File: src/rtl/branch_resolve_unit.sv
// Execute-stage branch/jump resolution: compares operands, computes target and link, and registers the redirect decision.
// Latency: 1 cycle from acceptance to outputs; stall_i freezes all state, and the squash FSM blocks acceptance while flush_o is high.
module branch_resolve_unit #(
    parameter int nb_bits      = 32,
    parameter int FLUSH_CYCLES = 2
) (
    input  logic               clk_i,
    input  logic               rst_n_i,
    input  logic               valid_i,
    input  logic               stall_i,
    input  logic               is_branch_i,
    input  logic               is_jal_i,
    input  logic               is_jalr_i,
    input  logic [2:0]         funct3_i,
    input  logic [nb_bits-1:0] rs1_i,
    input  logic [nb_bits-1:0] rs2_i,
    input  logic [nb_bits-1:0] pc_i,
    input  logic [nb_bits-1:0] imm_i,
    output logic               redirect_o,
    output logic [nb_bits-1:0] target_o,
    output logic [nb_bits-1:0] link_o,
    output logic               taken_o,
    output logic               flush_o,
    output logic               misalign_o,
    output logic               illegal_o
);

    typedef enum logic {S_RUN, S_FLUSH} state_t;

    localparam logic [2:0] CNT_INIT = 3'(FLUSH_CYCLES - 1);

    state_t             state_q;
    logic [2:0]         cnt_q;
    logic               taken_q, redirect_q, misalign_q, illegal_q;
    logic [nb_bits-1:0] target_q, link_q;

    logic               accept, is_jump, equal, lt_s, lt_u, cond, illegal_d, taken_d;
    logic               redirect_d, misalign_d;
    logic [nb_bits-1:0] pc_sum, rs1_sum, target_d, link_d;

    assign accept  = valid_i & ~stall_i & (state_q == S_RUN);
    assign is_jump = is_jal_i | is_jalr_i;
    assign equal   = (rs1_i == rs2_i);
    assign lt_s    = $signed(rs1_i) < $signed(rs2_i);
    assign lt_u    = rs1_i < rs2_i;
    assign pc_sum  = pc_i + imm_i;
    assign rs1_sum = rs1_i + imm_i;
    assign link_d  = pc_i + nb_bits'(4);

    always_comb begin
        cond      = 1'b0;
        illegal_d = 1'b0;
        case (funct3_i)
            3'b000:  cond = equal;
            3'b001:  cond = ~equal;
            3'b100:  cond = lt_s;
            3'b101:  cond = ~lt_s;
            3'b110:  cond = lt_u;
            3'b111:  cond = ~lt_u;
            default: illegal_d = 1'b1;
        endcase
    end

    // Jumps override the branch class, so a jump never reports an illegal condition.
    assign taken_d    = is_jump | (is_branch_i & cond);
    assign target_d   = is_jalr_i ? {rs1_sum[nb_bits-1:1], 1'b0} : pc_sum;
    assign redirect_d = accept & taken_d & ~target_d[1];
    assign misalign_d = accept & taken_d & target_d[1];

    always_ff @(posedge clk_i or negedge rst_n_i) begin
        if (!rst_n_i) begin
            state_q    <= S_RUN;
            cnt_q      <= '0;
            taken_q    <= 1'b0;
            target_q   <= '0;
            link_q     <= '0;
            redirect_q <= 1'b0;
            misalign_q <= 1'b0;
            illegal_q  <= 1'b0;
        end else begin
            // Pulses are recomputed every cycle so they clear even while stalled.
            redirect_q <= redirect_d;
            misalign_q <= misalign_d;
            illegal_q  <= accept & is_branch_i & ~is_jump & illegal_d;
            if (accept) begin
                taken_q  <= taken_d;
                target_q <= target_d;
                if (is_jump) link_q <= link_d;
            end
            case (state_q)
                S_RUN: begin
                    if (redirect_d) begin
                        state_q <= S_FLUSH;
                        cnt_q   <= CNT_INIT;
                    end
                end
                S_FLUSH: begin
                    if (!stall_i) begin
                        if (cnt_q == 3'd0) state_q <= S_RUN;
                        else               cnt_q   <= cnt_q - 3'd1;
                    end
                end
                default: state_q <= S_RUN;
            endcase
        end
    end

    assign redirect_o = redirect_q;
    assign target_o   = target_q;
    assign link_o     = link_q;
    assign taken_o    = taken_q;
    assign flush_o    = (state_q == S_FLUSH);
    assign misalign_o = misalign_q;
    assign illegal_o  = illegal_q;

endmodule
File: config.mk
export PLATFORM = sky130hd
export DESIGN_NAME = branch_resolve_unit
export DESIGN_NICKNAME = d
export VERILOG_FILES = /design/src/rtl/branch_resolve_unit.sv
export SDC_FILE = /design/constraint.sdc
export NUM_CORES = 1
export LEC_CHECK = 0
export ABC_AREA = 1
export CAP_MARGIN = 40
export CORE_ASPECT_RATIO = 1.5
export CORE_MARGIN = 3
export CORE_UTILIZATION = 50
export CTS_BUF_LIST = sky130_fd_sc_hd__clkbuf_16
export DETAILED_ROUTE_END_ITERATION = 8
export GPL_TIMING_DRIVEN = 0
export HOLD_SLACK_MARGIN = 0.05
export PLACE_DENSITY_LB_ADDON = 0.3
export SLEW_MARGIN = 15
export SYNTH_ARGS = -nofsm -noshare
export SYNTH_HDL_FRONTEND = slang
export SYNTH_SLANG_ARGS = --single-unit
File: constraint.sdc
create_clock -name clk_i -period 2.1 [get_ports clk_i]
set_input_delay 0.42 -clock clk_i [delete_from_list [all_inputs] [get_ports clk_i]]
set_output_delay 0.42 -clock clk_i [all_outputs]
set_load 0.03 [all_outputs]
-- After elaboration in Yosys (flattened, before gate mapping)
Cells that the tools add are included.
- reductions and logical operators: 5
- eq/ne operators: 9
- add/subtract/negate cells: 4
- muxes and demuxes: 11
- bitwise logic cells: 18
- $lt $le $gt $ge: 2
- operators with widths (kind ; number):
    32-bit adder ; 2
    32-bit less-than comparator ; 2
    32-bit by 3-bit adder with 32-bit output (second input constant) ; 1
    32-bit equality test ; 1
    32-bit 2-to-1 mux ; 1
    3-bit equality test (second input constant) ; 4
    1-bit AND ; 9
    3-bit 2-to-1 mux ; 3
    1-bit inverter ; 7
    3-bit logical NOT ; 2
    2-bit != test (second input constant) ; 3
    1-bit case mux with 6 select lines ; 1
    3-bit case mux with 2 select lines ; 1
    6-bit OR reduction ; 1
    1-bit 2-to-1 mux ; 4
    3-bit by 1-bit equality test with 1-bit output (second input constant) ; 1
    3-bit AND reduction ; 1
    3-bit by 1-bit subtractor with 3-bit output (second input constant) ; 1
    1-bit bitwise OR ; 2
    1-bit case mux with 2 select lines ; 1
    2-bit AND reduction ; 1
- register bits after elaboration: 72
- input bits: 138
- word-level logic and storage cells: 57

-- Depth between registers and ports, before layout
- depth after elaboration: 9
- gate-level depth with buffers: 23
- mapped depth without buffers: 23

-- Worst setup path after synthesis
No wires, ideal clock.
- kind: input -> register
- start: input pc_i[0]
- end: register target_q[26] (netlist: target_o[26])
- arrival time: 2.202 ns
- library setup time: 0.118 ns
- stages: 15
- setup slack: -0.220 ns
- required time: 1.982 ns
- path through: ha_1 inv_1 fa_1 o21ai_1 inv_2 o21bai_2 nand2_1 nand2_1 inv_1 o21ai_1 nand4_1 nand3_1 nand3_1 nand3_1 nand2_1
- longest elaborated chain between the ends: 2
- RTL lines (element ; RTL line ; source):
    start, declared ; 17 ; input logic [nb_bits-1:0] pc_i,
    32-bit adder ; 46 ; assign pc_sum = pc_i + imm_i;
    32-bit 2-to-1 mux ; 66 ; assign target_d = is_jalr_i ? {rs1_sum[nb_bits-1:1], 1'b0} : pc_sum;
    end signal, assigned ; 87 ; target_q <= target_d;
    end, declared ; 35 ; logic [nb_bits-1:0] target_q, link_q;
Every way passes these cells.
A chain may end at the register's enable or synchronous reset.

-- Worst setup path after layout
- start: input valid_i
- end: register cnt_q[1]
- longest elaborated chain between the ends: 6
- RTL lines (element ; RTL line ; source):
    start, declared ; 9 ; input logic valid_i,
    1-bit AND (2 in a row) ; 41 ; assign accept = valid_i & ~stall_i & (state_q == S_RUN);
    1-bit AND (2 in a row) ; 67 ; assign redirect_d = accept & taken_d & ~target_d[1];
    2-bit != test (no line) ; n/a ;
    3-bit AND reduction (no line) ; n/a ;
    end signal, assigned ; 100 ; else cnt_q <= cnt_q - 3'd1;
    end, declared ; 33 ; logic [2:0] cnt_q;
Every way passes these cells.

==> out/qor.yml <==
critical_path:
  reg2reg_slack_ps: -10
  required_ps: 2340
  critPathKind: "primary input to flop"
  crit_end: "cnt_q[1]"
  cp_max_fo: 10
  reg2reg_from: "flush_o"
  slowest_stage: "clkdlybuf4s50_1"
  crit_arrival_ps: 2370
  r2r-end: "cnt_q[1]"
  crit_path_max_incr_delay_ps: 490
  worst_setup_path_end_kind: "flop"
  r2r_cells: 12
  start_kind: "primary input"
  path_cells: "clkdlybuf4s50_1 -> nand3_1 -> inv_4 -> nand2_1 -> a21oi_1 -> nand2_4 -> nand2_4 -> nand2_4 -> nand2_4 -> nand2_4 -> nand2_2 -> nand2_1"
  path_common_cell: "nand2_4"
  critPathLaunch: "valid_i"
logic_synthesis:
  ys.flop_type: "dfrtp_1"
  synth_edf_count: 0
  syn_inst: 1236
  synth-warning-count: 0
  ys_seq_area_share_pct: 22.3
  synth_nets: 1472
  synth-seq-cells: 72
  synthArstFlopShare_pct: 100
  synth_cell_types: 49
  syn_area_per_cell_um2: 6.54
  syn_area_um2: 8090
final_layout:
  utilization_pct: 81.0
  nFillCells: 1061
  nets: 1742
  diodes: 0
  area_growth_pct: 57.9
  final_common_cell: "nand2_1"
  drive_gt1_share_pct: 33.7
  layout_common_cells: "280 x nand2_1, 124 x inv_1, 88 x ha_4, 80 x clkdlybuf4s50_1, 75 x nor2_1"
sta:
  slew_viol_final: 0
  clock_skew_ps: 8.10
  finalHoldViolations: 0
  setup_ws_ps: -31.1
  period_share_pct: 101
  setup_violations: 3
  max-slew-margin-rel_pct: 46.1
  tightestPinTransition_ps: 808
  setup_tns_ps: -55.1
  fin_crit_ps: 2130
  max_freq_mhz: 469
  worst_hold_slack_ps: 284
  rsz0062_at_grt: "true"
die:
  chipHeight_um: 162
  io_pins: 207
  start_util_pct: 51.3
  die_width_um: 110
  fp-row-count: 56
  die-area_um2: 17800
  core_um2: 15800
pwr:
  power.density_nw_per_um2: 801
  ir_worst_vdd_mv: 0.758
  power_w: 0.0102
  power.leakage_nw: 5.87
cts:
  cts.sinks: 72
  root_buffer: "clkbuf_16"
  cts_buffers: 9
  cts_tree: "built"
  path_clk_slew_ps: 60
  htree_levels: 3
  clock_latency_ps: 350
  cts_max_path_buffers: 2
placement:
  portBuffers: 206
  dp_hpwl_mm: 24.4
  routabilityCongestion: 0.970
detailed_routing:
  ant_nets: 0
  vias_per_cell: 5.96
  first_pass_iters: 5
  drc_errors: 0
  wl_mm: 34.8
  initialDrtViolationCount: 668
  num_vias: 10200
  wl_per_cell_um: 20.3
global_routing:
  overflow: 0
  grt_pass1_vias: 10100
  grt_pass1_wl_mm: 50.2
  antenna_found_initial: 0
  grt_max_degree: 47
  grt_util_all_layers_pct: 36.1
run_status:
  status: "finished, violations left"
  violations: "negative setup slack"
flow_run:
  drv_cap: 0
worst_hold_path:
  hold_path.class: "primary input to flop"
## routing by layer
metal / global-route usage [%] / wire length (um) / share of wire [%]
met5: 0 / 0 / 0
met4: 21.6 / 2890 / 8.3
met3: 5.21 / 2260 / 6.5
met2: 64.1 / 17500 / 50
met1: 39.4 / 12100 / 35
## state kept, by name, summed over array words and instances (netlist names)
register and count:
link_o 32, target_o 32, cnt_q 3, flush_o 1, illegal_o 1, misalign_o 1, redirect_o 1, taken_o 1
## cells in the mapped netlist (12+ instances only)
library cell  instances  area share (%)
a21o_1               15             1.4
a21oi_1             113             7.0
a31oi_1              30             2.3
clkbuf_1             12            0.56
dfrtp_1              72              22
ha_1                 96              15
inv_1               168             7.8
nand2_1             325              15
nand3_1              63             3.9
nand4_1              13             1.0
nor2_1              101             4.7
nor3_1               19             1.2
o21ai_0              81             5.0
o21bai_1             18             1.7
xor2_1               20             2.2
## critical path: cells and delay by family
family / cells / cell delay, ps
buffers and inverters: 2 / 760
and+or+nand+nor: 9 / 950
AOI/OAI and AO/OA: 1 / 230
## cell families after synthesis
logic type	Yosys count	synth area share, %
adders and majority gates	98	15.3
DFF	72	22.3
AOI/OAI and AO/OA	293	20.7
and+or+nand+nor	553	29.3
buffers and inverters	189	8.85
xor gates and xnor gates	31	3.45
## timing repair
item,in CTS,in global routing
buffers inserted,17,34
gates resized for setup,561,268
hold endpoints to repair,26,0
pin swaps,93,120
hold buffers,1,0
endpoints found under the setup margin,68,53
## per-stage QoR
step                setup slack, ps  std cells  area, um2
CTS                           -66.0       1680      12100
floorplan                     -39.8       1236       8130
global route                   -142       1714      12800
detailed placement            -1140       1646      10500
global placement              -1850       1645      10400
finish                        -31.1       1714      12800
## layout make-up
cell class | instances | area, um2 | area share [%]
multi-input cells | 975 | 7550 | 59.1
plain buffers | 18 | 78.8 | 0.617
clock inverters | 7 | 72.6 | 0.568
well taps | 203 | 254 | 1.99
clock buffers | 9 | 225 | 1.76
repair buffers | 259 | 2140 | 16.7
flip-flops and latches | 72 | 1800 | 14.1
inverters | 171 | 649 | 5.09
## worst min path at each step
stage | cells past startpoint | end | slack (ps) | from
4_1_cts | 3 | link_o[0] | 290 | pc_i[0]
5_1_grt | 3 | link_o[0] | 300 | pc_i[0]
2_1_floorplan | 0 | cnt_q[0] | 120 | rst_n_i
3_3_place_gp | 2 | link_o[0] | 460 | link_o[0]
3_5_place_dp | 1 | link_o[4] | 370 | rst_n_i
6_report | 3 | link_o[0] | 280 | pc_i[0]
## power by group
part	switching (W)	leakage, nW	internal [W]
Sequential	0.000426	0.872	0.00204
Combinational	0.00366	4.85	0.00252
Clock	0.000655	0.147	0.000922
Power figures use the tool's default switching activity.
